==> src/rtl/ps2_pkg.sv <==
// ps2_pkg: shared PS/2 states, frame layout, default timing and command bytes.
package ps2_pkg;
  typedef enum logic [2:0] {
    ST_IDLE,
    ST_INHIBIT,
    ST_REQ,
    ST_SEND,
    ST_ACK,
    ST_WAITIDLE
  } ps2_state_e;
  localparam int FRAME_LEN = 11;
  localparam int DEF_CLK_FREQ = 10_000_000;
  localparam int DEF_INHIBIT_CYCLES = DEF_CLK_FREQ / 10_000;
  localparam int DEF_TIMEOUT_CYCLES = DEF_CLK_FREQ / 500;
  localparam logic [7:0] CMD_SET_LEDS = 8'hED;
  localparam logic [7:0] CMD_ENABLE = 8'hF4;
  localparam logic [7:0] CMD_RESET = 8'hFF;
  // Start bit is driven by REQ, so the shifted frame holds only stop, parity, data.
  function automatic logic [FRAME_LEN-2:0] make_frame(input logic [7:0] d);
    return {1'b1, ~^d, d};
  endfunction
endpackage

==> src/rtl/ps2_line_sync.sv <==
// ps2_line_sync: two-flop synchronisers for the PS/2 pins plus clock falling-edge detect.
module ps2_line_sync (
  input  logic clk,
  input  logic rst_n,
  input  logic clk_i,
  input  logic data_i,
  output logic clk_o,
  output logic data_o,
  output logic fall_o
);
  logic [1:0] c_q, d_q;
  logic prev_q;
  always_ff @(posedge clk or negedge rst_n)
    if (!rst_n) begin
      c_q <= 2'b11;
      d_q <= 2'b11;
      prev_q <= 1'b1;
    end else begin
      c_q <= {c_q[0], clk_i};
      d_q <= {d_q[0], data_i};
      prev_q <= c_q[1];
    end
  assign clk_o = c_q[1];
  assign data_o = d_q[1];
  assign fall_o = prev_q & ~c_q[1];
endmodule

==> src/rtl/ps2_host_tx.sv <==
// ps2_host_tx: PS/2 host-to-device command transmitter with inhibit, ACK check and timeout.
module ps2_host_tx
  import ps2_pkg::*;
#(
  parameter int CLK_FREQ = DEF_CLK_FREQ,
  parameter int INHIBIT_CYCLES = CLK_FREQ / 10_000,
  parameter int TIMEOUT_CYCLES = CLK_FREQ / 500
) (
  input  logic       clk,
  input  logic       clrn,
  input  logic       wr_en,
  input  logic [7:0] wr_data,
  input  logic       ps2_clk_in,
  input  logic       ps2_data_in,
  output logic       ps2_clk_oe,
  output logic       ps2_data_oe,
  output logic       busy,
  output logic       done,
  output logic       err,
  output logic       rx_inhibit
);
  localparam int CW = $clog2((INHIBIT_CYCLES > TIMEOUT_CYCLES ? INHIBIT_CYCLES : TIMEOUT_CYCLES) + 1);
  ps2_state_e state_q, state_d;
  logic [CW-1:0] cnt_q, cnt_d;
  logic [3:0] bit_q, bit_d;
  logic [FRAME_LEN-2:0] frame_q, frame_d;
  logic dat_q, dat_d, err_q, err_d, done_q, done_d;
  logic sclk, sdat, fall, tmo;
  ps2_line_sync u_sync (
    .clk(clk),
    .rst_n(clrn),
    .clk_i(ps2_clk_in),
    .data_i(ps2_data_in),
    .clk_o(sclk),
    .data_o(sdat),
    .fall_o(fall)
  );
  assign tmo = cnt_q == CW'(TIMEOUT_CYCLES - 1);
  always_comb begin
    state_d = state_q;
    cnt_d = cnt_q;
    bit_d = bit_q;
    frame_d = frame_q;
    dat_d = dat_q;
    err_d = err_q;
    done_d = 1'b0;
    case (state_q)
      ST_IDLE: begin
        cnt_d = '0;
        bit_d = '0;
        dat_d = 1'b0;
        if (wr_en) begin
          frame_d = make_frame(wr_data);
          err_d = 1'b0;
          state_d = ST_INHIBIT;
        end
      end
      ST_INHIBIT: begin
        cnt_d = cnt_q + 1'b1;
        if (cnt_q == CW'(INHIBIT_CYCLES - 1)) begin
          cnt_d = '0;
          dat_d = 1'b1;
          state_d = ST_REQ;
        end
      end
      ST_REQ: state_d = ST_SEND;
      default: begin
        // Timeout has priority over any line event in the same cycle.
        cnt_d = cnt_q + 1'b1;
        if (tmo) begin
          dat_d = 1'b0;
          err_d = 1'b1;
          state_d = ST_IDLE;
        end else if (state_q == ST_SEND && fall) begin
          dat_d = ~frame_q[bit_q];
          bit_d = bit_q + 1'b1;
          if (bit_q == 4'd9) state_d = ST_ACK;
        end else if (state_q == ST_ACK && fall) begin
          if (sdat) err_d = 1'b1;
          state_d = ST_WAITIDLE;
        end else if (state_q == ST_WAITIDLE && sclk && sdat) begin
          done_d = ~err_q;
          state_d = ST_IDLE;
        end
      end
    endcase
  end
  always_ff @(posedge clk or negedge clrn)
    if (!clrn) begin
      state_q <= ST_IDLE;
      cnt_q <= '0;
      bit_q <= '0;
      frame_q <= '0;
      dat_q <= 1'b0;
      err_q <= 1'b0;
      done_q <= 1'b0;
    end else begin
      state_q <= state_d;
      cnt_q <= cnt_d;
      bit_q <= bit_d;
      frame_q <= frame_d;
      dat_q <= dat_d;
      err_q <= err_d;
      done_q <= done_d;
    end
  assign busy = state_q != ST_IDLE;
  assign rx_inhibit = busy;
  assign ps2_clk_oe = state_q == ST_INHIBIT || state_q == ST_REQ;
  assign ps2_data_oe = dat_q;
  assign done = done_q;
  assign err = err_q;
endmodule

==> config.mk <==
export PLATFORM = sky130hd
export DESIGN_NAME = ps2_host_tx
export DESIGN_NICKNAME = d
export VERILOG_FILES = /design/src/rtl/ps2_pkg.sv /design/src/rtl/ps2_line_sync.sv /design/src/rtl/ps2_host_tx.sv
export SDC_FILE = /design/constraint.sdc
export NUM_CORES = 1
export LEC_CHECK = 0
export ABC_AREA = 1
export CAP_MARGIN = 20
export CORE_MARGIN = 2
export CORE_UTILIZATION = 41
export DETAILED_ROUTE_END_ITERATION = 8
export PLACE_DENSITY_LB_ADDON = 0.25
export SLEW_MARGIN = 20
export SYNTH_ARGS = -nofsm -noshare
export SYNTH_HDL_FRONTEND = slang
export SYNTH_SLANG_ARGS = --single-unit
==> constraint.sdc <==
create_clock -name clk -period 1.7 [get_ports clk]
set_clock_uncertainty 0.15 [all_clocks]
set_input_delay 0.34 -clock clk [delete_from_list [all_inputs] [get_ports clk]]
set_output_delay 0.34 -clock clk [all_outputs]
set_load 0.01 [all_outputs]
Word-level counts from Yosys, hierarchy flattened
Cells that the tools add are included.
- register bits after elaboration: 40
- bits in latches: 0
- memory bits (writable): 0
- ROM bits: 0
- input bits: 13
- output and inout bits: 6
- logic and storage cells: 82
- memories: 0
- add/sub/neg operators: 2
- multiply operators: 0
- div/mod/pow operators: 0
- order comparisons: 1
- equal/unequal tests: 13
- shift-type cells: 0
- multiplexer cells: 30
- bitwise operators: 6
- reduce and logical (&&, ||, !) cells: 20
- operator list (cell ; count):
    $pmux 15 s3 ; 1
    $mux 3 ; 7
    $add 15x1->15 const B ; 1
    $eq 15x10->1 const B ; 1
    $eq 15x15->1 const B ; 1
    $mux 15 ; 1
    $mux 1 ; 14
    $pmux 3 s3 ; 1
    $reduce_bool 3->1 ; 3
    $mux 4 ; 2
    $pmux 4 s2 ; 1
    $reduce_xnor 8->1 ; 1
    $reduce_bool 7->1 ; 1
    $eq 3x2->1 const B ; 2
    $eq 3x3->1 const B ; 2
    $ne 6x2->1 const B ; 1
    $reduce_and 3->1 ; 2
    $lt 4x5->1 const B ; 1
    $not 1->1 ; 5
    $reduce_and 5->1 ; 1
    $add 4x1->4 const B ; 1
    $bmux 1 s4 ; 1
    $eq 4x4->1 const B ; 1
    $logic_and 1x1->1 ; 4
    other kinds (15) ; 16

Logic depth before layout (Yosys ltp)
Gate-level depths: netlist (run 1).
- depth in word-level cells: 8
- mapped depth: 11
- mapped depth without buffers: 11

Modules after synthesis
A second synthesis (run 1) with hierarchy kept.
- cells, all modules: 311
- area, all modules: 2401.1 um^2
- modules (own cells, without submodules) (module ; times used ; cells each ; area each (um^2) ; sequential area each (um^2)):
    ps2_host_tx ; 1 ; 304 ; 2259.7 ; 875.8
    ps2_line_sync ; 1 ; 7 ; 141.4 ; 131.4

Worst setup path before layout (run 1)
No wires, ideal clock.
- kind: reg2reg
- from: register cnt_q[1]
- to: register state_q[2]
- setup time: 0.117 ns
- arrival: 1.244 ns
- required time: 1.433 ns
- path slack: 0.189 ns
- stages on the path, launching flop included: 9
- path buffers: 0
- period minus slack after synthesis: 1.511 ns
- cells stage by stage: dfrtp_1 > ha_1 > nand3_1 > nor2_1 > nand2_2 > nand3_1 > nand3_2 > nand2_1 > nand2_1
- longest elaborated chain between the ends: 3
- elaborated cells on any way between the ends: 8
- classes of those cells: eq/ne (4); mux (2); reduce/logical (2)
- ends and longest elaborated chain (item ; line ; RTL):
    from (decl) ; ps2_host_tx.sv:24 ; logic [CW-1:0] cnt_q, cnt_d;
    from (signal assigned) ; ps2_host_tx.sv:99 ; cnt_q <= cnt_d;
    $eq 15x15->1 / $eq 15x10->1 (equally long branches) ; ps2_host_tx.sv:38, ps2_host_tx.sv:60 ;
    $ne 6x2->1 (no line), or another cell as far along ; n/a ;
    $reduce_and 4->1 (no line) / $pmux 3 s3 (equally long branches) ; n/a ;
    to (signal assigned) ; ps2_host_tx.sv:98 ; state_q <= state_d;
    to (decl) ; ps2_host_tx.sv:23 ; ps2_state_e state_q, state_d;
Several ways; a longest one is shown, not always the timed one.
A chain may end at the register's enable or synchronous reset.

Worst setup path after layout (run 1)
- from: register state_q[0]
- to: output ps2_clk_oe
- longest elaborated chain between the ends: 2
- elaborated cells on any way between the ends: 3
- classes of those cells: eq/ne (2); reduce/logical (1)
- ends and longest elaborated chain (item ; line ; RTL):
    $eq 3x1->1 / $eq 3x2->1 (equally long branches) ; ps2_host_tx.sv:108 ; assign ps2_clk_oe = state_q == ST_INHIBIT || state_q == ST_REQ;
    $logic_or 1x1->1 * ; ps2_host_tx.sv:108 ;
    to (decl) ; ps2_host_tx.sv:15 ; output logic ps2_clk_oe,
Mark *: on every way between the ends. The rest lies on a longest branch, timed or not.

==> metrics.md, run 1 <==
| Metric | Value |
|---|---|
| Status | `finished, final reports clean` |
| Placement Setup Slack | `-0.0432 ns` |
| CTS tree | `done` |
| Die area | `5970 um2` |
| Required @ worst endpoint | `1.21 ns` |
| Area growth syn-to-layout | `32.0%` |
| CP peak stage delay | `0.40 ns` |
| Clk buf depth | `2` |
| Initial antenna violation count | `0` |
| Final #Nets | `356` |
| Post-synthesis area per instance | `7.64 um2` |
| Final hold slack | `0.207 ns` |
| Vias in the first global route | `1906` |
| Antenna Cells | `0` |
| Arrival time at the worst endpoint | `1.19 ns` |
| Worst-path clk slew | `0.07 ns` |
| TNS Setup | `0 ns` |
| Kind of critical path | `reg -> out` |
| First DRT Iteration DRCs | `105` |
| CP max FO | `2` |
| Hold depth | `0` |
| Post-route antenna net violation count | `0` |
| Initial Util | `0.428` |
| 1st-pass router iterations | `4` |
| Num CTS Buffers | `5` |
| Placed Area | `2640 um2` |
| Slowest-stage cell, CP | `dfrtp_1` |
| Slew Viols, Final | `0` |
| Hold/Removal Path Class | `reg -> reg` |
| Slew headroom | `0.730` |
| Final wirelength | `4.83 mm` |
| Core ar. | `5140 um2` |
| Fin. Hold Viols | `0` |
| GRT Overall Usage | `0.180` |
| Tmin final | `1.68 ns` |
| Clk_lat worst skew | `0.29 ns` |
| Per-cell routed wire length | `11.7 um` |
| Yosys warning count | `0` |
| Syn Nets | `304` |
| Max-Cap Viols | `0` |
| Worst Hold Launch | `u_sync.c_q[0]` |
| H-tree depth | `2` |
| CP startpoint | `state_q[0]` |
| R2R cell count | `10` |
| DP Wirelength | `3.55 mm` |
| IO Pins | `19` |
| Root Driver | `clkbuf_8` |
| Power, Total | `3.90 mW` |
| DRC | `0` |
| Crit path buf inv count | `2` |
| CP delay by family, top | `flip-flops` |
| Vias/cell | `4.71` |
| Final worst slack | `0.0150 ns` |
| Die width | `77.3 um` |
| Vias | `1937` |
| # setup viols final | `0` |
| Worst Setup End Kind | `primary output` |
| Synthesized instance count | `288` |
| F_max | `593 MHz` |
| Row Count | `26` |
| CP cell instances | `buf_6 > nor2_4 > nand2_2 > o21ai_2 > buf_2` |
| Worst-Margin Slew | `0.406 ns` |
| Largest net degree at the start of global routing | `26` |
| Port Buffers | `18` |
| Post-Syn Area | `2200 um2` |
| Leakage | `1.40 nW` |
| Startpoint class of the critical path | `flip-flop` |
| Maximum VDD drop | `911 uV` |
| Power Dens Cells | `1340 nW/um2` |
| Area of all placed cells without fillers | `2900 um2` |
| Ratio of cells with drive above 1 in the final layout | `0.252` |
| Grt total ovfl | `0` |
| CTS sink count | `40` |
| Levels on crit path | `5` |
| Netlist cell types | `30` |
| Final Wtd Congestion | `0.833` |
| Yosys reg bits | `40` |
| Register area share after synthesis | `0.458` |
| Die Span Y | `77.3 um` |
| First-pass GRT wire length | `8.51 mm` |
| Crit Reg-Reg Startpoint | `state_q[0]` |
| FILL cells | `509` |
| Period utilization | `0.991` |
| RSZ-0062 raised after global routing | `true` |
[cell type report]
type,count,area [um2],area share
Inverter,38,145,0.0500
Tap cell,70,87.6,0.0302
Clock buffer,6,82.6,0.0284
Sequential cell,40,1010,0.347
Clock inverter,2,10.0,0.00345
Multi-Input combinational cell,206,1150,0.395
Timing Repair Buffer,49,423,0.146
[synthesized netlist by cell type]
cell type | number | area (um2)
nand2_1 | 70 | 263
nor2_1 | 38 | 143
dfrtp_1 | 35 | 876
inv_1 | 32 | 120
nand3_1 | 32 | 160
o21ai_0 | 13 | 65.1
a21oi_1 | 7 | 35.0
xor2_1 | 7 | 61.3
inv_2 | 6 | 22.5
dfstp_2 | 5 | 131
xnor2_1 | 5 | 43.8
nand2_2 | 4 | 25.0
nand4_1 | 4 | 25.0
nor2_2 | 4 | 25.0
o21ai_1 | 4 | 20.0
ha_1 | 3 | 37.5
buf_4 | 2 | 15.0
nand3_2 | 2 | 20.0
nand3b_1 | 2 | 15.0
nor3_1 | 2 | 10.0
o22ai_1 | 2 | 12.5
a21oi_2 | 1 | 8.76
and2_1 | 1 | 6.26
buf_2 | 1 | 5.00
clkbuf_1 | 1 | 3.75
nor2_4 | 1 | 11.3
nor3_2 | 1 | 10.0
nor3b_2 | 1 | 12.5
nor4_1 | 1 | 6.26
o21bai_2 | 1 | 11.3
[per-stage QoR]
| step | cells | utilization |
|---|---|---|
| after CTS | 408 | 0.535 |
| after detailed placement | 397 | 0.514 |
| final | 411 | 0.565 |
| after global routing | 411 | 0.565 |
| after global placement | 397 | 0.514 |
| after floorplan | 288 | - |
[layer usage]
layer / vias up / part of all wire / routed length [um] / track usage
met2: 29 / 0.47 / 2250 / 0.282
met3: 7 / 0.039 / 186 / 0.0529
met1: 885 / 0.48 / 2320 / 0.238
met5: - / 0 / 0 / 0
li1: 1016 / - / - / -
met4: 0 / 0.015 / 72 / 0.0625
[final timing paths]
check	slack, ns	endpoint
max in group asynchronous	0.55	state_q[2]
max	0.02	ps2_clk_oe
min reg2reg	0.21	u_sync.c_q[1]
min	0.21	u_sync.c_q[1]
min in group asynchronous	0.36	frame_q[8]
max reg2reg	0.10	cnt_q[8]
[cell families (layout without fill, tap and decap cells)]
logic type                 after synthesis  count (layout)  synth area share
and+or+nand+nor                        163             163             0.333
AOI/OAI and AO/OA                       28              28            0.0694
adders and majority gates                3               3            0.0171
xor gates and xnor gates                12              12            0.0478
buffers and inverters                   42              95            0.0756
DFF                                     40              40             0.458
[flip-flops by register name (all words and copies together), names as in the netlist]
register,flops
cnt_q,15
frame_q,10
bit_q,4
u_sync.c_q,2
state_q,3
err,1
ps2_data_oe,1
done,1
u_sync.prev_q,1
u_sync.d_q,2
[timing repair]
item                       CTS  global route
setup endpoints to repair    5            23
hold endpoints to repair    10             0
hold buffers                 1             0
resized for setup           16            32
setup buffers                2             4
pin swaps                    1             9
[worst register-to-register path, stage by stage, from the launching register on]
cell	delay, ns
dfrtp_1	0.40
buf_6	0.12
nor2_4	0.09
buf_6	0.11
buf_4	0.11
inv_2	0.05
o21bai_4	0.13
nor2_2	0.06
nand2_1	0.08
xor2_1	0.15
nor2_1	0.05
[power by group]
group / switching [mW] / leakage, nW / internal (mW) / total, mW
logic: 1.12 / 0.840 / 0.814 / 1.94
clock network: 0.322 / 0.0510 / 0.324 / 0.645
registers: 0.149 / 0.509 / 1.17 / 1.32
[cells in the final DEF, fill, tap and decap left out, types with 7 or more instances in the layout]
master | Yosys | final
buf_4 | 2 | 25
clkdlybuf4s50_1 | 0 | 11
nor2_1 | 38 | 30
a21oi_1 | 7 | 7
nor2_2 | 4 | 8
nand2_1 | 70 | 70
xor2_1 | 7 | 7
o21ai_0 | 13 | 13
inv_1 | 32 | 31
nand3_1 | 32 | 27
dfrtp_1 | 35 | 34
(Power assumes the default switching activity.)
==> inputs of run 2 (changes only) <==
- CELL_PAD_IN_SITES_DETAIL_PLACEMENT: default -> 1
- CELL_PAD_IN_SITES_GLOBAL_PLACEMENT: default -> 1
- HOLD_SLACK_MARGIN: default -> 0.08
==> metrics.md, run 2 (synthesized netlist as in run 1, its figures left out) <==
| Metric | Value |
|---|---|
| Max-Cap Viols | `0` |
| DP Wirelength | `4.16 mm` |
| CTS tree | `done` |
| F_max | `547 MHz` |
| Num CTS Buffers | `5` |
| Power, Total | `4.54 mW` |
| Hold/Removal Path Class | `reg -> reg` |
| GRT Overall Usage | `0.211` |
| Required @ worst endpoint | `1.21 ns` |
| CP max FO | `2` |
| Slew Viols, Final | `0` |
| R2R Setup Slk | `-0.08 ns` |
| Initial Util | `0.428` |
| Per-cell routed wire length | `17.2 um` |
| # setup viols final | `13` |
| Worst-path clk slew | `0.08 ns` |
| Most frequent cells in the layout | `nand2_1, dfrtp_1, inv_1, nand3_1, buf_4` |
| Clk_lat worst skew | `0.31 ns` |
| Worst Setup End Kind | `primary output` |
| Worst Hold Launch | `u_sync.c_q[0]` |
| Final Wtd Congestion | `0.856` |
| Core ar. | `5140 um2` |
| Largest register FFs | `15` |
| Maximum VDD drop | `838 uV` |
| Clk buf depth | `2` |
| 1st-pass router iterations | `4` |
| Post-Layout Cell Count | `418` |
| Root Driver | `clkbuf_8` |
| Period utilization | `1.08` |
| Startpoint class of the critical path | `flip-flop` |
| FILL cells | `651` |
| Status | `complete, but fails checks` |
| Die area | `5970 um2` |
| Final #Nets | `363` |
| IO Pins | `19` |
| Area growth syn-to-layout | `40.6%` |
| Initial antenna violation count | `0` |
| Biggest register | `cnt_q` |
| First-pass GRT wire length | `9.90 mm` |
| Tmin final | `1.83 ns` |
| Most common cell after layout, fill and taps aside | `nand2_1` |
| H-tree depth | `2` |
| Fin. Hold Viols | `0` |
| Row Count | `26` |
| Post-route antenna net violation count | `0` |
| Antenna Cells | `0` |
| Slew headroom | `0.691` |
| Die width | `77.3 um` |
| Die Span Y | `77.3 um` |
| Final worst slack | `-0.128 ns` |
| R2R cell count | `10` |
| Vias | `2160` |
| Reg2reg end | `state_q[0]` |
| Dpl cells | `397` |
| Vias in the first global route | `2192` |
| Arrival time at the worst endpoint | `1.34 ns` |
| CP startpoint | `state_q[0]` |
| Leakage | `1.46 nW` |
| Final wirelength | `7.21 mm` |
| Port Buffers | `18` |
| Largest net degree at the start of global routing | `24` |
| Biggest regs | `cnt_q: 15 flops, frame_q: 10 flops, bit_q: 4 flops` |
| Ratio of cells with drive above 1 in the final layout | `0.325` |
| Failing checks | `setup timing` |
| Hold depth | `0` |
| CP endpoint | `ps2_clk_oe` |
| CTS sink count | `40` |
| First DRT Iteration DRCs | `97` |
| Grt total ovfl | `0` |
| Vias/cell | `5.17` |
| DRC | `0` |
| RSZ-0062 raised after global routing | `true` |
| Crit Reg-Reg Startpoint | `state_q[0]` |
| Final hold slack | `0.211 ns` |
| Kind of critical path | `reg -> out` |
| Worst-Margin Slew | `0.464 ns` |
| Power Dens Cells | `1470 nW/um2` |
==> run 2: critical path: stages (launching register included) <==
cell and delay [ns]:
dfrtp_1 0.45, buf_6 0.16, nor2_4 0.11, nand2_2 0.08, o21ai_2 0.07, buf_2 0.16
==> run 2: where the power goes <==
group	leakage (nW)	internal, mW	switching, mW
clock	0.0510	0.324	0.359
sequential	0.509	1.17	0.157
combinational	0.902	1.01	1.52
==> run 2: worst min path at each step <==
stage	to	slack (ns)
final	u_sync.c_q[1]	0.21
after global routing	u_sync.d_q[1]	0.22
after CTS	u_sync.c_q[1]	0.21
after detailed placement	cnt_q[10]	0.17
after global placement	cnt_q[10]	0.16
after floorplan	bit_q[0]	-0.11
==> run 2: routing by layer <==
layer	wire, um	vias to the layer above	global-route usage	part of all wire
met5	0	-	0	0
met4	234	0	0.0714	0.032
met3	219	15	0.0447	0.030
met2	3860	43	0.370	0.54
met1	2890	1071	0.257	0.40
li1	-	1031	-	-
==> run 2: through the flow <==
stage	util	TNS (ns)	setup WS [ns]	instance area [um2]
after floorplan	-	0	0.189	2200
after CTS	0.542	0	0.00500	2790
after global routing	0.602	-2.77	-0.181	3090
after detailed placement	0.514	-0.0915	-0.0666	2640
final	0.602	-0.830	-0.128	3090
after global placement	0.514	-0.0206	-0.0206	2640
==> run 2: what timing repair did <==
| action | 4_1_cts | 5_1_grt |
|---|---|---|
| resized for setup | 24 | 65 |
| setup buffers | 3 | 9 |
| pin swaps | 1 | 17 |
| setup endpoints to repair | 9 | 28 |
| hold endpoints to repair | 12 | 0 |
| hold buffers | 1 | 0 |
==> run 2: cell type report <==
cell class	instances	area (um2)	share of cell area
Tap cell	70	87.6	0.0283
Clock inverter	2	10.0	0.00323
Clock buffer	6	82.6	0.0267
Timing Repair Buffer	56	510	0.165
Inverter	38	153	0.0493
Sequential cell	40	1010	0.326
Multi-Input combinational cell	206	1240	0.402
==> inputs of run 3 (changes only) <==
- CORE_UTILIZATION: 41 -> 42
==> metrics.md, run 3 (synthesized netlist as in run 1, its figures left out) <==
| Metric | Value |
|---|---|
| Status | `complete, but fails checks` |
| Failing checks | `setup timing` |
| Clk buf depth | `2` |
| R2R cell count | `8` |
| Worst-path clk slew | `0.08 ns` |
| Largest register FFs | `15` |
| Worst-Margin Slew | `0.338 ns` |
| Vias in the first global route | `2254` |
| CTS tree | `done` |
| Leakage | `1.42 nW` |
| First DRT Iteration DRCs | `79` |
| Placement Setup Slack | `-0.0507 ns` |
| Required @ worst endpoint | `1.21 ns` |
| Dpl cells | `399` |
| Hold depth | `0` |
| Final Wtd Congestion | `0.875` |
| Grt total ovfl | `0` |
| TNS Setup | `-0.323 ns` |
| Area growth syn-to-layout | `40.8%` |
| Maximum VDD drop | `898 uV` |
| Core ar. | `5070 um2` |
| IO Pins | `19` |
| DRC | `0` |
| # setup viols final | `7` |
| Area of all placed cells without fillers | `3100 um2` |
| Num CTS Buffers | `5` |
| GRT Overall Usage | `0.223` |
| Die Span Y | `76.4 um` |
| Most common cell after layout, fill and taps aside | `nand2_1` |
| H-tree depth | `2` |
| Final worst slack | `-0.130 ns` |
| Post-Layout Cell Count | `415` |
| Post-route antenna net violation count | `0` |
| DP Wirelength | `4.18 mm` |
| Hold/Removal Path Class | `reg -> reg` |
| Die width | `76.4 um` |
| FILL cells | `623` |
| 1st-pass router iterations | `4` |
| Period utilization | `1.08` |
| Final hold slack | `0.210 ns` |
| Clk_lat worst skew | `0.30 ns` |
| Vias/cell | `5.22` |
| CP max FO | `2` |
| Power, Total | `4.89 mW` |
| Vias | `2165` |
| RSZ-0062 raised after global routing | `true` |
| Root Driver | `clkbuf_8` |
| Per-cell routed wire length | `17.1 um` |
| Power Dens Cells | `1580 nW/um2` |
| Slew headroom | `0.773` |
| Port Buffers | `18` |
| F_max | `546 MHz` |
| Row Count | `26` |
| Biggest regs | `cnt_q: 15 flops, frame_q: 10 flops, bit_q: 4 flops` |
| First-pass GRT wire length | `10.4 mm` |
| Most frequent cells in the layout | `nand2_1, dfrtp_1, inv_1, buf_4` |
| Slew Viols, Final | `0` |
| Die area | `5840 um2` |
| Util after Layout | `0.611` |
| Placed Area | `2660 um2` |
| Initial Util | `0.434` |
| Biggest register | `cnt_q` |
| Ratio of cells with drive above 1 in the final layout | `0.328` |
| Final wirelength | `7.09 mm` |
| Initial antenna violation count | `0` |
| Fin. Hold Viols | `0` |
| Tmin final | `1.83 ns` |
| Final #Nets | `360` |
| Startpoint class of the critical path | `flip-flop` |
| Kind of critical path | `reg -> out` |
| Worst Setup End Kind | `primary output` |
| Largest net degree at the start of global routing | `41` |
| CTS sink count | `40` |
| Antenna Cells | `0` |
| Max-Cap Viols | `0` |
| Arrival time at the worst endpoint | `1.34 ns` |
## run 3: changes by cell type in the layout (fill, tap and decap cells not counted), moves of 2 or more
cell | before | now
buf_6 | 12 | 5
inv_4 | 2 | 5
nor2_2 | 10 | 7
buf_2 | 2 | 4
bufinv_16 | 0 | 2
clkinv_2 | 2 | 0
inv_1 | 29 | 27
nand2_2 | 11 | 13
nor2_4 | 8 | 10
## run 3: power breakdown
group / switching (mW) / internal (mW) / leakage (nW)
Sequential: 0.153 / 1.17 / 0.507
Clock: 0.356 / 0.587 / 0.0654
Combinational: 1.57 / 1.05 / 0.851
Total: 2.08 / 2.80 / 1.42
## run 3: layout make-up
| type | instances | area [um2] | share of cell area |
|---|---|---|---|
| well taps | 70 | 87.6 | 0.0283 |
| clock buffers | 6 | 72.6 | 0.0234 |
| inverters | 38 | 155 | 0.0501 |
| multi-input cells | 207 | 1260 | 0.408 |
| flip-flops and latches | 40 | 1010 | 0.326 |
| clock inverters | 2 | 60.1 | 0.0194 |
| repair buffers | 52 | 450 | 0.145 |
## run 3: worst max-delay path, cell delays in order, from the launching register on
cell	delay (ns)
dfrtp_1	0.43
nor2_4	0.18
buf_6	0.13
nand2_4	0.05
o21ai_2	0.08
buf_2	0.17
## run 3: final timing paths
path | endpoint | start | slack (ns)
worst max-delay path | ps2_clk_oe | state_q[2] | -0.13
worst min-delay path | u_sync.d_q[1] | u_sync.d_q[0] | 0.21
worst max register to register | cnt_q[14] | cnt_q[0] | -0.07
worst min register to register | u_sync.d_q[1] | u_sync.d_q[0] | 0.21
max in group asynchronous | u_sync.c_q[1] | clrn | 0.74
min in group asynchronous | cnt_q[11] | clrn | 0.38
## run 3: per-layer routing
metal,up-vias,part of all wire,track usage
met3,23,0.030,0.0355
met1,1066,0.41,0.277
li1,1030,-,-
met4,0,0.035,0.0655
met2,46,0.53,0.399
met5,-,0,0
## run 3: timing repair
item	in CTS	in global routing
hold buffers	1	0
pin swaps	9	18
hold endpoints to repair	35	0
buffers inserted	7	1
resized for setup	31	57
gates cloned	1	0
endpoints found under the setup margin	14	31
